## config.mk

```make
export PLATFORM = sky130hd
export DESIGN_NAME = expr_eval
export DESIGN_NICKNAME = d
export VERILOG_FILES = /design/src/rtl/expr_eval.sv
export SDC_FILE = /design/constraint.sdc
export NUM_CORES = 1
export LEC_CHECK = 0
export CAP_MARGIN = 20
export CORE_MARGIN = 2
export CORE_UTILIZATION = 60
export DETAILED_ROUTE_END_ITERATION = 7
export GPL_TIMING_DRIVEN = 1
export PLACE_DENSITY = 0.9
export SLEW_MARGIN = 15
export SYNTH_ARGS = -nofsm -noshare
export SYNTH_HDL_FRONTEND = slang
export SYNTH_SLANG_ARGS = --single-unit
```

## constraint.sdc

```tcl
create_clock -name clk -period 7.1 [get_ports clk]
set_input_delay 1.42 -clock clk [delete_from_list [all_inputs] [get_ports clk]]
set_output_delay 1.42 -clock clk [all_outputs]
set_load 0.05 [all_outputs]
```

## src/rtl/expr_eval.sv

```systemverilog
// rtl/expr_eval.sv - single-digit +/* expression evaluator; EXPR_EVAL_OVF_EN enables sticky overflow detection
module expr_eval #(
   parameter int W = 16
) (
   input  logic         clk,
   input  logic         clr,
   input  logic [7:0]   in,
   input  logic         in_valid,
   output logic [W-1:0] result,
   output logic         res_valid,
   output logic         err,
   output logic         ovf
);

   typedef enum logic [2:0] {S_START, S_NUM, S_OP_ADD, S_OP_MUL, S_ERR} state_t;

   localparam logic [7:0] CH_ADD = 8'h2B;
   localparam logic [7:0] CH_MUL = 8'h2A;

   state_t       state, state_n;
   logic [W-1:0] sum, sum_n, term, term_n;
   logic [3:0]   d;
   logic         is_digit, is_add, is_mul, load_result;

   // ASCII digits are 0x30..0x39, so the low nibble is the digit value
   assign d        = in[3:0];
   assign is_digit = (in >= 8'h30) && (in <= 8'h39);
   assign is_add   = (in == CH_ADD);
   assign is_mul   = (in == CH_MUL);

   always_comb begin
      state_n = state;
      sum_n   = sum;
      term_n  = term;
      if (in_valid) begin
         case (state)
            S_START: begin
               if (is_digit) begin
                  term_n  = W'(d);
                  sum_n   = '0;
                  state_n = S_NUM;
               end else begin
                  state_n = S_ERR;
               end
            end
            S_NUM: begin
               if (is_add) begin
                  sum_n   = sum + term;
                  state_n = S_OP_ADD;
               end else if (is_mul) begin
                  state_n = S_OP_MUL;
               end else begin
                  state_n = S_ERR;
               end
            end
            S_OP_ADD: begin
               if (is_digit) begin
                  term_n  = W'(d);
                  state_n = S_NUM;
               end else begin
                  state_n = S_ERR;
               end
            end
            S_OP_MUL: begin
               if (is_digit) begin
                  term_n  = term * W'(d);
                  state_n = S_NUM;
               end else begin
                  state_n = S_ERR;
               end
            end
            default: state_n = S_ERR;
         endcase
      end
   end

   // NUM never loops to itself, so any accepted step landing in NUM is an entry
   assign load_result = in_valid && (state != S_NUM) && (state_n == S_NUM);

   always_ff @(posedge clk) begin
      if (clr) begin
         state  <= S_START;
         sum    <= '0;
         term   <= '0;
         result <= '0;
      end else begin
         state <= state_n;
         sum   <= sum_n;
         term  <= term_n;
         if (load_result)
            result <= sum_n + term_n;
      end
   end

   assign res_valid = (state == S_NUM);
   assign err       = (state == S_ERR);

`ifdef EXPR_EVAL_OVF_EN
   logic [W:0]   add_full, res_full;
   logic [W+3:0] mul_full;
   logic         ovf_hit, ovf_q;

   assign add_full = {1'b0, sum} + {1'b0, term};
   assign res_full = {1'b0, sum_n} + {1'b0, term_n};
   assign mul_full = {4'b0, term} * {{W{1'b0}}, d};

   assign ovf_hit = in_valid &&
                    (((state == S_NUM) && is_add && add_full[W]) ||
                     ((state == S_OP_MUL) && is_digit && (|mul_full[W+3:W])) ||
                     (load_result && res_full[W]));

   always_ff @(posedge clk) begin
      if (clr)
         ovf_q <= 1'b0;
      else if (ovf_hit)
         ovf_q <= 1'b1;
   end

   assign ovf = ovf_q;
`else
   assign ovf = 1'b0;
`endif

endmodule

```

==> results.yml <==
status:
  status: "finished clean"
power_and_ir_drop:
  vdd_ir_drop_max_mv: 0.09831
  power.density_mw_per_mm2: 90.63
  p_leak_nw: 2.424
floorplanning:
  initial_utilization_pct: 61.24
  fp-row-count: 33
  die_area_mm2: 0.009003
  fp.dieH_um: 94.89
  io_pins: 30
  die_w_um: 94.89
  coreArea_mm2: 0.008093
clocking:
  cts_htree_levels: 2
  cts_hold_buf: 0
  cts_tree: "done"
  post_cts_resized: 0
  cts_buffer_depth: 2
  postCtsSetupBuffers: 0
  cts_made_buffers: 5
  clock-sinks: 51
  insertion_delay_ns: 0.31
  root_buffer: "clkbuf_8"
  cts.clk_slew.worst_paths_ns: 0.09
global_route:
  gr-usage-met3_pct: 4.150
  track_usage_pct: 28.25
  antenna_found_initial: 0
  grt_max_degree: 32
  use_met2_pct: 49.05
  busiest_layer: "met2"
  grt_pass1_wl_mm: 20.29
  grt_pass1_vias: 4447
  grtUsageMet1_pct: 36.58
  grt_overflow_total: 0
finish:
  nets: 729
  final_area_mm2: 0.005438
  diodes: 0
  areaGrowthSynthToFinish_pct: 9.720
  layout-drive-gt1-share_pct: 4.334
  fin_util_pct: 67.19
  final_cells: 751
  layout.area.seq_mm2: 0.001021
  final_cell_mix: "79 x nand2_1, 71 x and2_1, 55 x inv_1"
  nFillCells: 674
  multi_input_area_mm2: 0.003646
  final_common_cell: "nand2_1"
routing:
  wirelength_mm: 12.07
  drt_pass1_iterations: 5
  final_antenna_net_count: 0
  vias: 4465
  first_iter_violations: 227
  routedWlPerCell_um: 16.07
  routed_via_density: 5.945
  drc: 0
setup_path:
  endpoint_kind: "flip-flop"
  critPathLaunch: "in[3]"
  crit_fanout: 3
  critPathKind: "primary input to flip-flop"
  required_ns: 7.34
  cp.arrival_ns: 6.80
  startpoint_type: "primary input"
  rr_startpoint: "term[1]"
place:
  portBuffers: 28
  dpl-instance-area_mm2: 0.005345
  routabilityCongestion: 0.9525
  placedCellCount: 742
  hpwl_mm: 9.444
yosys:
  yosysWarningCount: 0
  ys.flop_type: "dfxtp_1"
  syn_area_mm2: 0.004956
  synthArstFlopShare_pct: 0
  syn_inst: 623
  syn_area_per_cell_um2: 7.955
  synth-edff-count: 0
  synth_cell_types: 58
  ys_seq_area_share_pct: 20.60
  ys_ff_latch: 51
  synth_nets: 707
flow_run:
  maxCapViolCount: 0
worst_hold_path:
  hold_start: "result[13]"
  hold_class: "flip-flop to flip-flop"
sta:
  fin_worst_skew_ns: 0.006521
  final-hold-violation-count: 0
  fmax_ghz: 0.1524
  tns_ns: 0
  holdWs_ns: 0.4660
  tightestPinTransition_ns: 0.7493
  setup_violations: 0
  finalCritPeriodShare_pct: 92.39
  min_period_ns: 6.560
  rsz0062_at_grt: "no"
  maxSlewHeadroom_pct: 48.75
  slew_violations: 0
cells in the mapped netlist, types with 3 or more instances:
master | count | share of area, %
nand2_1 | 79 | 6.0
and2_1 | 71 | 9.0
inv_1 | 55 | 4.2
dfxtp_1 | 51 | 21
ha_1 | 46 | 12
a21oi_1 | 43 | 4.3
o21ai_0 | 39 | 3.9
nor2_1 | 28 | 2.1
fa_1 | 27 | 11
xnor2_1 | 26 | 4.6
clkbuf_1 | 18 | 1.4
nand3_1 | 12 | 1.2
a21o_1 | 11 | 1.7
nor3_1 | 10 | 1.0
a22o_1 | 8 | 1.4
o21bai_1 | 8 | 1.2
a211oi_1 | 7 | 1.1
xor2_1 | 7 | 1.2
nor3b_1 | 5 | 0.76
o211ai_1 | 5 | 0.76
mux2i_1 | 4 | 0.81
nand2b_1 | 4 | 0.50
o31ai_1 | 4 | 0.61
a22oi_1 | 3 | 0.45
a31oi_1 | 3 | 0.38
nand4_1 | 3 | 0.38
nor2b_1 | 3 | 0.38
nor4_1 | 3 | 0.38
critical path: stages:
cell and delay (ns):
clkdlybuf4s50_1 0.51, nand2_1 0.10, fa_1 0.54, fa_1 0.55, inv_1 0.07, fa_1 0.46
a21o_1 0.17, a21oi_1 0.24, o21bai_1 0.09, a21oi_1 0.24, xnor2_1 0.09, o21ai_0 0.31
ha_1 0.34, nand3_1 0.10, a21oi_1 0.07, a2111oi_2 0.30, nor3_1 0.14, a311o_1 0.40
a21o_1 0.20, a21oi_2 0.15, xnor2_1 0.10, a211oi_2 0.21
metal layers:
metal  wire length [um]  share of wire, %
met5                  0                 0
met4                226               1.9
met3                969               8.0
met2               5742                48
met1               5130                43
kinds of logic (layout without fill, tap and decap cells):
family	after synthesis	after routing	synth area share, %
XOR/XNOR	34	34	6.286
multiplexers	5	5	1.035
adder cells (fa/ha/maj)	73	73	22.52
AO/OA/AOI/OAI	151	151	19.77
buffers and inverters	77	100	5.933
other	1	1	0.07567
AND/OR/NAND/NOR	231	231	23.78
flip-flops	51	51	20.60
stage by stage:
stage | power [mW] | worst slack, ns
after floorplan | 0.3154 | 1.013
after global placement | 0.3300 | 0.4260
after detailed placement | 0.3310 | 0.2667
after CTS | 0.4934 | 0.5620
after global routing | 0.5120 | 0.2123
final | 0.4928 | 0.5400
worst paths after layout:
kind | slack, ns | to | depth (start not counted)
setup / recovery | 0.54 | result[15] | 22
setup reg to reg | 1.64 | result[15] | 21
hold / removal | 0.47 | result[13] | 2
hold reg to reg | 0.47 | result[13] | 2
where the power goes:
part | total (mW) | switching, mW | internal [mW]
logic | 0.0362 | 0.0235 | 0.0127
registers | 0.289 | 0.00227 | 0.287
clock network | 0.168 | 0.0985 | 0.0691
total | 0.493 | 0.124 | 0.369
state kept, by name, summed over array words and instances (netlist names):
name,cells
result,16
state,3
sum,16
term,16
area by class of cell:
class	instances	area share [%]
Clock inverter	2	0.2301
Inverter	55	3.797
Multi-Input combinational cell	495	67.05
Sequential cell	51	18.78
Timing Repair Buffer	37	6.397
Tap cell	105	2.416
Clock buffer	6	1.335
Note: power is estimated with default switching activity, not from simulation.
==> edit (same flow settings) <==
The 5 states of `state_t` get a Gray code encoding in 3 bits.
--- a/src/rtl/expr_eval.sv
+++ b/src/rtl/expr_eval.sv
@@ -13,5 +13,5 @@
 );
 
-   typedef enum logic [2:0] {S_START, S_NUM, S_OP_ADD, S_OP_MUL, S_ERR} state_t;
+   typedef enum logic [2:0] {S_START = 3'b000, S_NUM = 3'b001, S_OP_ADD = 3'b011, S_OP_MUL = 3'b010, S_ERR = 3'b110} state_t;
 
    localparam logic [7:0] CH_ADD = 8'h2B;
Check against the original RTL: no difference found for any inputs over 4 cycles, from zero or initial values; so few cycles prove little.
==> edit against the unedited design <==
  * Die area rose by 0.38%
  * Routed wire length fell by 2.4%
  * Area after synthesis rose by 0.40%
  * Setup slack got worse by 190 ps
  * Sequential cell count did not move
  * Design area rose by 0.28%
  * Total power fell by 0.99%
  * Clock power fell by 4%
==> edit: results <==
worst_setup_path:
  path_max_fanout: 8
  cp_slowest_cell: "clkdlybuf4s50_1"
  critPathArrivalTime_ps: 6980
finish:
  drive_gt1_share_pct: 5.89
  nNetsFinal: 711
  n_fill_cell: 627
synth:
  netlist_top_cells_area: "dfxtp_1 21%, ha_1 12%, fa_1 11%, and2_1 8.3%, nand2_1 5.4%"
  synth-compound-area-share_pct: 20.9
  synthMuxAreaShare_pct: 0.427
  ys_types: 63
  ys_seq_area_share_pct: 20.5
  synth_fa_ha_area_share_pct: 22.4
  synth.top_cells.by_count: "71 x nand2_1, 66 x and2_1, 51 x dfxtp_1, 51 x inv_1, 46 x ha_1"
  synthXorXnorAreaFrac_pct: 7.04
  syn_nets: 689
place:
  io_buffers: 28
  gp_congestion: 0.918
  hpwl_um: 9190
  dp_slack_ps: 5.79
cts:
  cts_root_buffer: "clkbuf_8"
  postCtsHoldBufs: 0
routing:
  vias: 4328
  initialDrtViolationCount: 215
  wl_per_cell_um: 16.1
outcome:
  outcome: "finished clean"
global_routing:
  grt_pass1_wl_um: 19600
  track_usage_pct: 27.3
  grt_pass1_vias: 4364
  grt_max_degree: 33
power_and_ir_drop:
  p_leak_uw: 0.00268
  vdd_ir_drop_max_uv: 129
timing:
  clock_skew_ps: 7.35
  max-slew-margin-rel_pct: 51.3
==> edit: path summary, 6_finish.rpt <==
| path | end | cells after the start | from | slack [ps] |
|---|---|---|---|---|
| worst max-delay path | result[15] | 23 | in[1] | 350 |
| worst min-delay path | result[11] | 2 | result[11] | 460 |
| worst min register to register | result[11] | 2 | result[11] | 460 |
| worst max register to register | result[15] | 22 | term[1] | 1570 |
==> edit: where the power goes <==
group          internal (uW)  switching, uW  total (uW)
Sequential               287           2.37         289
Clock                   69.4           92.3         162
Combinational           13.3           23.5        36.8
Total                    370            118         488
==> edit: metrics by stage <==
step                hold slack, ps  instance area (um^2)  total power [uW]  cells
CTS                            465                  5440               490    733
global placement               440                  5360               331    725
floorplan                      458                  4980               317    605
finish                         460                  5450               488    733
global route                   483                  5450               501    733
detailed placement             445                  5360               333    725
==> edit: metal layers <==
metal / track usage (%) / vias to the layer above / part of all wire, %
li1: - / 2109 / -
met1: 33.8 / 2067 / 42
met2: 48.3 / 132 / 50
met3: 3.40 / 20 / 6.0
met4: 10.0 / 0 / 2.3
met5: 0 / - / 0
==> edit: tightest hold or removal path, delay by kind of cell, from the launching register on <==
family           cells  cell delay (ps)
AO/OA/AOI/OAI        1               50
flip-flops           1              320
AND/OR/NAND/NOR      1               50
==> edit: layout make-up <==
type,instances,area (um^2),share of cell area [%]
clock buffers,7,76.3,1.40
clock inverters,1,5.00,0.0918
inverters,52,195,3.58
multi-input cells,479,3670,67.2
flip-flops and latches,51,1020,18.7
well taps,105,131,2.41
repair buffers,38,358,6.56
